$ cat config.mk
export PLATFORM = sky130hd
export DESIGN_NAME = ifetch_buffer
export DESIGN_NICKNAME = d
export VERILOG_FILES = /design/src/rtl/ifetch_pkg.sv /design/src/rtl/ifetch_fifo.sv /design/src/rtl/ifetch_buffer.sv
export SDC_FILE = /design/constraint.sdc
export NUM_CORES = 1
export LEC_CHECK = 0
export ABC_AREA = 0
export BUFFER_PORTS_ARGS = -buffer_cell sky130_fd_sc_hd__buf_2
export CAP_MARGIN = 20
export CORE_UTILIZATION = 63
export DETAILED_ROUTE_END_ITERATION = 16
export PLACE_DENSITY = 0.84
export RECOVER_POWER = 100
export SKIP_LAST_GASP = 1
export SLEW_MARGIN = 25
export SYNTH_ARGS = -nofsm -noshare
export SYNTH_HDL_FRONTEND = slang
export SYNTH_SLANG_ARGS = --single-unit
$ cat constraint.sdc
create_clock -name clk_i -period 14.95 [get_ports clk_i]
set_input_delay 1.495 -clock clk_i [delete_from_list [all_inputs] [get_ports clk_i]]
set_output_delay 1.495 -clock clk_i [all_outputs]
set_load 0.01 [all_outputs]
$ cat src/rtl/ifetch_pkg.sv
// Shared constants and types for the prefetching instruction-fetch stage.
package ifetch_pkg;

    localparam int unsigned PC_INC   = 4;
    localparam int unsigned XLEN_DEF = 32;
    localparam int unsigned ILEN_DEF = 32;

    // Layout of one queue entry; the top packs {pc, inst} in this order.
    typedef struct packed {
        logic [XLEN_DEF-1:0] pc;
        logic [ILEN_DEF-1:0] inst;
    } fetch_entry_t;

    function automatic int unsigned cnt_width(input int unsigned depth);
        return $clog2(depth) + 1;
    endfunction

endpackage

$ cat src/rtl/ifetch_fifo.sv
// Synchronous FIFO with flush; head entry is read straight from storage.
module ifetch_fifo
    import ifetch_pkg::*;
#(
    parameter int unsigned WIDTH = 64,
    parameter int unsigned DEPTH = 4,
    localparam int unsigned CW   = cnt_width(DEPTH),
    localparam int unsigned AW   = $clog2(DEPTH)
) (
    input  logic             clk_i,
    input  logic             rst_i,
    input  logic             flush_i,
    input  logic             push_i,
    input  logic [WIDTH-1:0] wdata_i,
    input  logic             pop_i,
    output logic [WIDTH-1:0] rdata_o,
    output logic [CW-1:0]    count_o,
    output logic             full_o,
    output logic             empty_o
);

    logic [WIDTH-1:0] mem_q [DEPTH];
    logic [AW-1:0]    wr_ptr_q, rd_ptr_q;
    logic [CW-1:0]    count_q;
    logic             do_push, do_pop;

    assign full_o  = (count_q == CW'(DEPTH));
    assign empty_o = (count_q == '0);
    assign count_o = count_q;
    assign rdata_o = mem_q[rd_ptr_q];

    assign do_pop  = pop_i && !empty_o;
    assign do_push = push_i && (!full_o || do_pop);

    // Storage is reset too so the head reads as zero out of reset.
    always_ff @(posedge clk_i or posedge rst_i) begin
        if (rst_i) begin
            wr_ptr_q <= '0;
            rd_ptr_q <= '0;
            count_q  <= '0;
            for (int i = 0; i < DEPTH; i++) mem_q[i] <= '0;
        end else if (flush_i) begin
            wr_ptr_q <= '0;
            rd_ptr_q <= '0;
            count_q  <= '0;
        end else begin
            if (do_push) begin
                mem_q[wr_ptr_q] <= wdata_i;
                wr_ptr_q        <= wr_ptr_q + AW'(1);
            end
            if (do_pop) rd_ptr_q <= rd_ptr_q + AW'(1);
            count_q <= count_q + CW'(do_push) - CW'(do_pop);
        end
    end

endmodule

$ cat src/rtl/ifetch_buffer.sv
// Fetch stage: PC generation, in-order memory requests, prefetch queue to decode.
module ifetch_buffer
    import ifetch_pkg::*;
#(
    parameter int unsigned     XLEN     = 32,
    parameter int unsigned     ILEN     = 32,
    parameter int unsigned     DEPTH    = 4,
    parameter logic [XLEN-1:0] RESET_PC = '0
) (
    input  logic            clk_i,
    input  logic            rst_i,
    output logic            req_valid_o,
    input  logic            req_ready_i,
    output logic [XLEN-1:0] req_addr_o,
    input  logic            rsp_valid_i,
    input  logic [ILEN-1:0] rsp_data_i,
    input  logic            redirect_i,
    input  logic [XLEN-1:0] redirect_pc_i,
    output logic            inst_valid_o,
    input  logic            inst_ready_i,
    output logic [ILEN-1:0] inst_o,
    output logic [XLEN-1:0] inst_pc_o
);

    localparam int unsigned     CW         = cnt_width(DEPTH);
    localparam logic [XLEN-1:0] ALIGN_MASK = {{(XLEN-2){1'b1}}, 2'b00};
    localparam logic [XLEN-1:0] INC        = XLEN'(PC_INC);
    localparam logic [CW:0]     DEPTH_W    = (CW+1)'(DEPTH);

    logic [XLEN-1:0]      pc_q, pc_d, rsp_pc_q, rsp_pc_d;
    logic [CW-1:0]        out_cnt_q, out_cnt_d, drop_cnt_q, drop_cnt_d;
    logic [CW-1:0]        fifo_count;
    logic                 fifo_full, fifo_empty;
    logic [XLEN+ILEN-1:0] fifo_rdata;
    logic                 credit_ok, req_fire, rsp_keep, inst_pop;

    // Both valid/ready pairs transfer on a cycle where valid and ready are high;
    // valid never depends on ready. Credit ignores a same-cycle pop on purpose.
    assign credit_ok    = ({1'b0, fifo_count} + {1'b0, out_cnt_q}) < DEPTH_W;
    assign req_valid_o  = !rst_i && !redirect_i && credit_ok;
    assign req_addr_o   = pc_q;
    assign req_fire     = req_valid_o && req_ready_i;

    assign inst_valid_o = !fifo_empty && !redirect_i;
    assign inst_pop     = inst_valid_o && inst_ready_i;
    assign {inst_pc_o, inst_o} = fifo_rdata;

    assign rsp_keep     = rsp_valid_i && !redirect_i && (drop_cnt_q == '0);

    ifetch_fifo #(
        .WIDTH (XLEN + ILEN),
        .DEPTH (DEPTH)
    ) u_fifo (
        .clk_i   (clk_i),
        .rst_i   (rst_i),
        .flush_i (redirect_i),
        .push_i  (rsp_keep),
        .wdata_i ({rsp_pc_q, rsp_data_i}),
        .pop_i   (inst_pop),
        .rdata_o (fifo_rdata),
        .count_o (fifo_count),
        .full_o  (fifo_full),
        .empty_o (fifo_empty)
    );

    always_comb begin
        pc_d       = pc_q;
        rsp_pc_d   = rsp_pc_q;
        out_cnt_d  = out_cnt_q;
        drop_cnt_d = drop_cnt_q;
        if (redirect_i) begin
            // Everything still in flight belongs to the old stream.
            pc_d       = redirect_pc_i & ALIGN_MASK;
            rsp_pc_d   = redirect_pc_i & ALIGN_MASK;
            out_cnt_d  = out_cnt_q - CW'(rsp_valid_i);
            drop_cnt_d = out_cnt_q - CW'(rsp_valid_i);
        end else begin
            if (req_fire) pc_d = pc_q + INC;
            out_cnt_d = out_cnt_q + CW'(req_fire) - CW'(rsp_valid_i);
            if (rsp_valid_i) begin
                if (drop_cnt_q != '0) drop_cnt_d = drop_cnt_q - CW'(1);
                else                  rsp_pc_d   = rsp_pc_q + INC;
            end
        end
    end

    always_ff @(posedge clk_i or posedge rst_i) begin
        if (rst_i) begin
            pc_q       <= RESET_PC & ALIGN_MASK;
            rsp_pc_q   <= RESET_PC & ALIGN_MASK;
            out_cnt_q  <= '0;
            drop_cnt_q <= '0;
        end else begin
            pc_q       <= pc_d;
            rsp_pc_q   <= rsp_pc_d;
            out_cnt_q  <= out_cnt_d;
            drop_cnt_q <= drop_cnt_d;
        end
    end

    no_overflow_a: assert property (@(posedge clk_i) disable iff (rst_i)
        !(rsp_keep && fifo_full));

endmodule

==> impl_results.md, run 1 <==
- H-tree depth: 2
- Startpoint Class: input pin
- Core Area: 0.02340 mm2
- Hold_buf cts: 0
- Clock sink count: 321
- Number of gates resized after cts: 0
- Detailed Routing Iterations Pass 1: 6
- Initial antenna violation count: 0
- Cells after Synth: 1,090
- Worst hold path type: reg2reg
- Die height: 156.1 um
- Top cells by count, synth: 321 x dfrtp_1, 241 x mux2_1, 62 x mux4_2
- CP cell instances: clkbuf_1, clkinvlp_2, clkbuf_1
- Tot GR Track Use: 27.19%
- Drt drc: 0
- Rows: 56
- CP most frequent cell: clkbuf_1
- Ant diodes: 0
- IO Port Bufs: 161
- Layout cells sized above 1: 16.53%
- Fillcell total: 1,613
- Maximum buffer depth of the clock tree: 3
- Mux cell area share after synthesis: 28.73%
- EDFF count, synth: 0
- Area Growth Syn to Fin: 13.08%
- Via count: 9,676
- Global-route wire length before repair: 52,140 um
- Fraction of registers with async set/reset: 100.0%
- Mean Syn Cell Area: 13.73 um2
- Crit path max-delay family: buffers and inverters
- Finished layout cell area: 0.01692 mm2
- Leakage Power: 7.855 nW
- Synth unique cells: 50
- Fin cells: 1,571
- Via density: 6.159
- Top FF cell, synth: dfrtp_1
- Final core occ: 72.29%
- Worst skew pair latency: 0.50 ns
- Final Hold Viols: 0
- DR iter-0 viols: 719
- Post-synth top area cell: dfrtp_1
- Synth Cell Area: 0.01496 mm2
- GRT overflow: 0
- Maximum operating frequency: 135.9 MHz
- RSZ-0062 raised after global routing: false
- Max IR drop VDD: 0.07620 mV
- Dpl cells: 1,509
- Max_cap viols: 14
- Postcts setup bufs: 0
- Die W: 156.1 um
- CTS tree: built
- Detailed placement HPWL: 19,950 um
- Total wire length: 31,820 um
- Placer's final routability congestion estimate: 0.8982
- Setup CP Type: in2async
- Post-Synth Adder-Cell Area: 1.606%
- Starting Density: 63.93%
- Critical Path End Type: asynchronous set/reset pin
- Final hold slack: 0.4815 ns
- Flops & latches, synth: 321
- FF+latch area: 0.008033 mm2
- CP peak stage delay: 3.18 ns
- Inserted Clock Buffers: 34
- Synth Area in Compound Gates: 3.496%
- Synth top area cells: dfrtp_1 54%, mux2_1 18%, mux4_2 9.3%, nand2_1 1.5%, ha_1 1.3%
- Register area share after synthesis: 53.69%
- Dpl cell area: 0.01594 mm2
- Multi-input logic area: 0.006519 mm2
- Period Utilization, post-route: 49.20%
- Slew HR: -187.4%
- Tmin final: 7.356 ns
- Clock slew at the register clock pins of the worst setup and hold paths: 0.06 ns
- Final TNS setup: 0 ns
- Die ar.: 0.02437 mm2
- Worst-Margin Slew: 4.312 ns
- Status: complete, but fails checks
- Root Driver: clkbuf_16
- Ys Warns: 0
- ANT nets after route: 0
- Combinational family with the most area after synthesis: multiplexers
- Vias in the first global route: 9,961
- Share of the synthesized area in the top cell type: 53.69%
- Failing checks: max-capacitance violations, max-slew violations
- WP buf/inv: 3
- Top-count cell post-synth: dfrtp_1
- Xor-xnor portion of the synthesized cell area: 2.342%
- Largest net degree at the start of global routing: 89
- Power Dens Cells: 156.3 mW/mm2
- IO Count: 168
- Slowest CP cell: clkbuf_1
- Data required, critical path: 14.54 ns
- Post-Synth Simple-Gate Area: 7.334%
- Clock Skew: 0.007613 ns
- Critical path arrival: 6.95 ns
- Total Nets Final: 1,314
- Final Slew Violations: 742
- WL/cell: 20.25 um
- Final setup viols: 0
- Max FO, Critical Path: 88
worst reg2reg max path: stages (launching register included):
cell      delay (ns)
dfrtp_1         0.36
inv_1           0.10
ha_1            0.22
nand3b_1        0.28
nor3_1          0.80
and2_0          1.68
clkbuf_1        1.75
mux2_2          0.48
area by class of cell:
type | count | area share, %
clock buffer | 55 | 6.345
clock inverter | 7 | 0.5029
inverter | 20 | 0.4511
multi-input combinational | 677 | 38.53
sequential | 321 | 47.48
tap | 319 | 2.359
timing repair buffer | 172 | 4.334
per-stage QoR:
step / setup WS (ns) / power, mW
floorplan: 4.570 / 1.581
global placement: 9.542 / 1.794
detailed placement: 9.498 / 1.821
CTS: 10.03 / 2.682
global route: 6.283 / 2.778
finish: 7.594 / 2.644
kinds of logic (layout without fill, tap and decap cells):
family          Yosys count  count (layout)
compound gates           85              85
xor+xnor                 40              40
fa+ha+maj                18              18
buf+inv                  95             254
flops                   321             321
mux                     320             320
other cells               1               4
simple gates            210             210
power by group:
group | internal (mW) | total (mW) | switching, mW
clock | 0.526 | 0.857 | 0.331
combinational | 0.330 | 0.654 | 0.324
sequential | 1.01 | 1.13 | 0.118
total | 1.87 | 2.64 | 0.773
layer usage:
metal  up-vias  wire (um)  global-route usage (%)
li1       4265          -                       -
met1      5023      13930                   38.91
met2       353      15640                   44.47
met3        35       1804                   3.444
met4         0        442                   7.049
met5         -          0                       0
flip-flops by register name (all words and copies together) (netlist names):
signal / cells
req_addr_o: 30
u_fifo.count_o: 3
u_fifo.rd_ptr_q: 2
out_cnt_q: 3
u_fifo.mem_q: 248
u_fifo.wr_ptr_q: 2
drop_cnt_q: 3
rsp_pc_q: 30
path summary, 6_finish.rpt:
kind	start	end	slack, ns	depth (start not counted)
max	rst_i	req_addr_o[15]	7.59	3
min	u_fifo.mem_q[2]	u_fifo.mem_q[2]	0.48	1
max reg2reg	drop_cnt_q[0]	u_fifo.mem_q[254]	9.16	7
max in group clk_i	redirect_i	u_fifo.mem_q[254]	7.61	6
min reg2reg	u_fifo.mem_q[2]	u_fifo.mem_q[2]	0.48	1
min in group asynchronous	rst_i	u_fifo.count_o[1]	2.10	2
layout by cell type, fill, tap and decap left out, types with 19 or more instances in the layout:
| master | instances |
|---|---|
| nor2_1 | 35 |
| nand2_1 | 59 |
| buf_2 | 70 |
| dfrtp_1 | 321 |
| clkbuf_16 | 37 |
| mux2_1 | 241 |
| xnor2_1 | 21 |
| nand4_1 | 23 |
| o21ai_0 | 45 |
| nand3_1 | 28 |
| xor2_1 | 19 |
| clkbuf_1 | 112 |
| mux4_2 | 62 |
Power figures use the tool's default switching activity.
==> run 2, diff against run 1 <==
--- a/config.mk
+++ b/config.mk
@@ -8,9 +8,9 @@
 export ABC_AREA = 0
 export BUFFER_PORTS_ARGS = -buffer_cell sky130_fd_sc_hd__buf_2
 export CAP_MARGIN = 20
-export CORE_UTILIZATION = 63
+export CORE_UTILIZATION = 59
 export DETAILED_ROUTE_END_ITERATION = 16
-export PLACE_DENSITY = 0.84
+export PLACE_DENSITY = 0.79
 export RECOVER_POWER = 100
 export SKIP_LAST_GASP = 1
 export SLEW_MARGIN = 25
==> constraint.sdc (replaced) <==
create_clock -name clk_i -period 6.8 [get_ports clk_i]
set_input_delay 0.68 -clock clk_i [delete_from_list [all_inputs] [get_ports clk_i]]
set_output_delay 0.68 -clock clk_i [all_outputs]
set_load 0.01 [all_outputs]
==> run 2 against run 1 <==
Effect of this change:
- the run still ends with max-capacitance violations, max-slew violations left
- clock power is 120% higher
- hold slack got worse by 0.092 ns
- sequential share of layout area is essentially flat
- utilization is 3.5 points lower
- clock skew increased by 0.022 ns
- critical endpoint is now inst_pc_o[2]
- largest power group unchanged
==> impl_results.md, run 2 (same netlist as run 1, synthesis figures left out) <==
- Status: complete, but fails checks
- Failing checks: max-capacitance violations, max-slew violations
- Total Nets Final: 1,311
- Data required, critical path: 6.12 ns
- Setup CP Type: reg2out
- Final Hold Viols: 0
- Core Area: 0.02460 mm2
- Clk pwr share: 32.6%
- Total power: 5.796 mW
- Commonest cells after routing, fill and taps aside: 320 x dfrtp_1, 241 x mux2_1, 106 x clkbuf_1
- Slew HR: -148.7%
- Tot GR Track Use: 25.02%
- Max FO, Critical Path: 34
- Max IR drop VDD: 0.2039 mV
- CP cell instances: clkbuf_2, mux4_2, clkbuf_1
- Final setup viols: 0
- CP peak stage delay: 1.66 ns
- R2r endpoint: out_cnt_q[2]
- Via count: 9,455
- Drt drc: 0
- Global-route wire length before repair: 51,480 um
- Final Slew Violations: 578
- Inserted Clock Buffers: 35
- Maximum operating frequency: 202.3 MHz
- Clock slew at the register clock pins of the worst setup and hold paths: 0.06 ns
- Crit path max-delay family: flip-flops
- Commonest non-fill, non-tap cell in the layout: dfrtp_1
- Clock Skew: 0.02918 ns
- Finished layout cell area: 0.01693 mm2
- Placer's final routability congestion estimate: 0.8784
- Sw Share: 29.33%
- Starting Density: 60.81%
- Area Growth Syn to Fin: 13.15%
- DR iter-0 viols: 531
- IO Port Bufs: 161
- H-tree depth: 2
- Max_cap viols: 8
- Final TNS setup: 0 ns
- Maximum buffer depth of the clock tree: 3
- ANT nets after route: 0
- Crit Reg-Reg Startpoint: out_cnt_q[2]
- Sequential share of power: 43.2%
- IO Count: 168
- Final core occ: 68.80%
- CTS tree: built
- Worst skew pair latency: 0.51 ns
- Via density: 6.011
- Internal power: 4.096 mW
- Max reg flops: 248
- Net Switching: 1.700 mW
- Tmin final: 4.943 ns
- Largest Register: u_fifo.mem_q
- Cells on worst reg2reg path: 11
- Largest net degree at the start of global routing: 154
- Dpl cell area: 0.01593 mm2
- Startpoint Class: register
- Total wire length: 31,200 um
- Worst-Margin Slew: 3.731 ns
- Clock sink count: 321
- GRT overflow: 0
- Rows: 57
- Initial antenna violation count: 0
- Comb power frac: 24.2%
- Leakage Power: 7.860 nW
- Layout cells sized above 1: 17.05%
- Postcts setup bufs: 0
- Vias in the first global route: 9,851
- Dpl cells: 1,510
- Die W: 161.2 um
- Number of gates resized after cts: 0
- Power Dens Cells: 342.4 mW/mm2
- Die ar.: 0.02600 mm2
- RSZ-0062 raised after global routing: false
- Fin cells: 1,573
- WL/cell: 19.84 um
- Detailed Routing Iterations Pass 1: 6
- Worst hold path type: in2async
- Die height: 161.2 um
- Root Driver: clkbuf_16
- Slowest CP cell: dfrtp_1
- R2r setup slk: 2.64 ns
- Ant diodes: 0
- Hold_buf cts: 0
- Critical path arrival: 4.26 ns
- WP buf/inv: 2
- Period Utilization, post-route: 72.69%
- Detailed placement HPWL: 19,340 um
- Critical Path End Type: output port
-- run 2: changes by cell type in the layout (fill, tap and decap cells not counted), sizes merged --
cell | before | now
clkbuf | 157 | 153
clkinvlp | 1 | 2
-- run 2: metal layers --
layer / up-vias / share of wire [%] / track usage (%)
li1: 4266 / - / -
met5: - / 0 / 0
met1: 4850 / 45 / 35.16
met3: 41 / 5.4 / 3.801
met4: 0 / 1.9 / 7.033
met2: 298 / 48 / 40.87
-- run 2: worst max path at each step --
stage                        from                 to  cells past startpoint
2_1_floorplan               rst_i      drop_cnt_q[0]                      1
4_1_cts              out_cnt_q[2]       out_cnt_q[2]                     11
5_1_grt                     rst_i  u_fifo.mem_q[153]                      3
3_3_place_gp           redirect_i       out_cnt_q[2]                     11
6_report       u_fifo.rd_ptr_q[0]       inst_pc_o[2]                      3
3_5_place_dp           redirect_i       out_cnt_q[2]                     11
-- run 2: layout make-up --
class	instances	area (um2)
clock buffer	55	1074
clock inverter	8	92.59
fill	1750	7676
inverter	20	76.32
multi-input combinational	677	6518
sequential	321	8034
tap	324	405.4
timing repair buffer	168	729.5
-- run 2: power groups by stage --
stage	combinational [mW]	sequential [mW]	clock (mW)
final	1.40	2.51	1.89
after global routing	1.53	2.56	2.01
after CTS	1.48	2.51	1.93
after detailed placement	1.47	2.54	0
after global placement	1.43	2.52	0
after floorplan	1.06	2.41	0
-- run 2: metrics by stage --
stage | hold WS [ns] | worst slack (ns)
CTS | 0.2468 | 2.686
finish | 0.3898 | 1.857
global route | 0.4160 | 1.309
detailed placement | 0.4687 | 2.578
floorplan | 0.4524 | 1.839
global placement | 0.4612 | 2.603
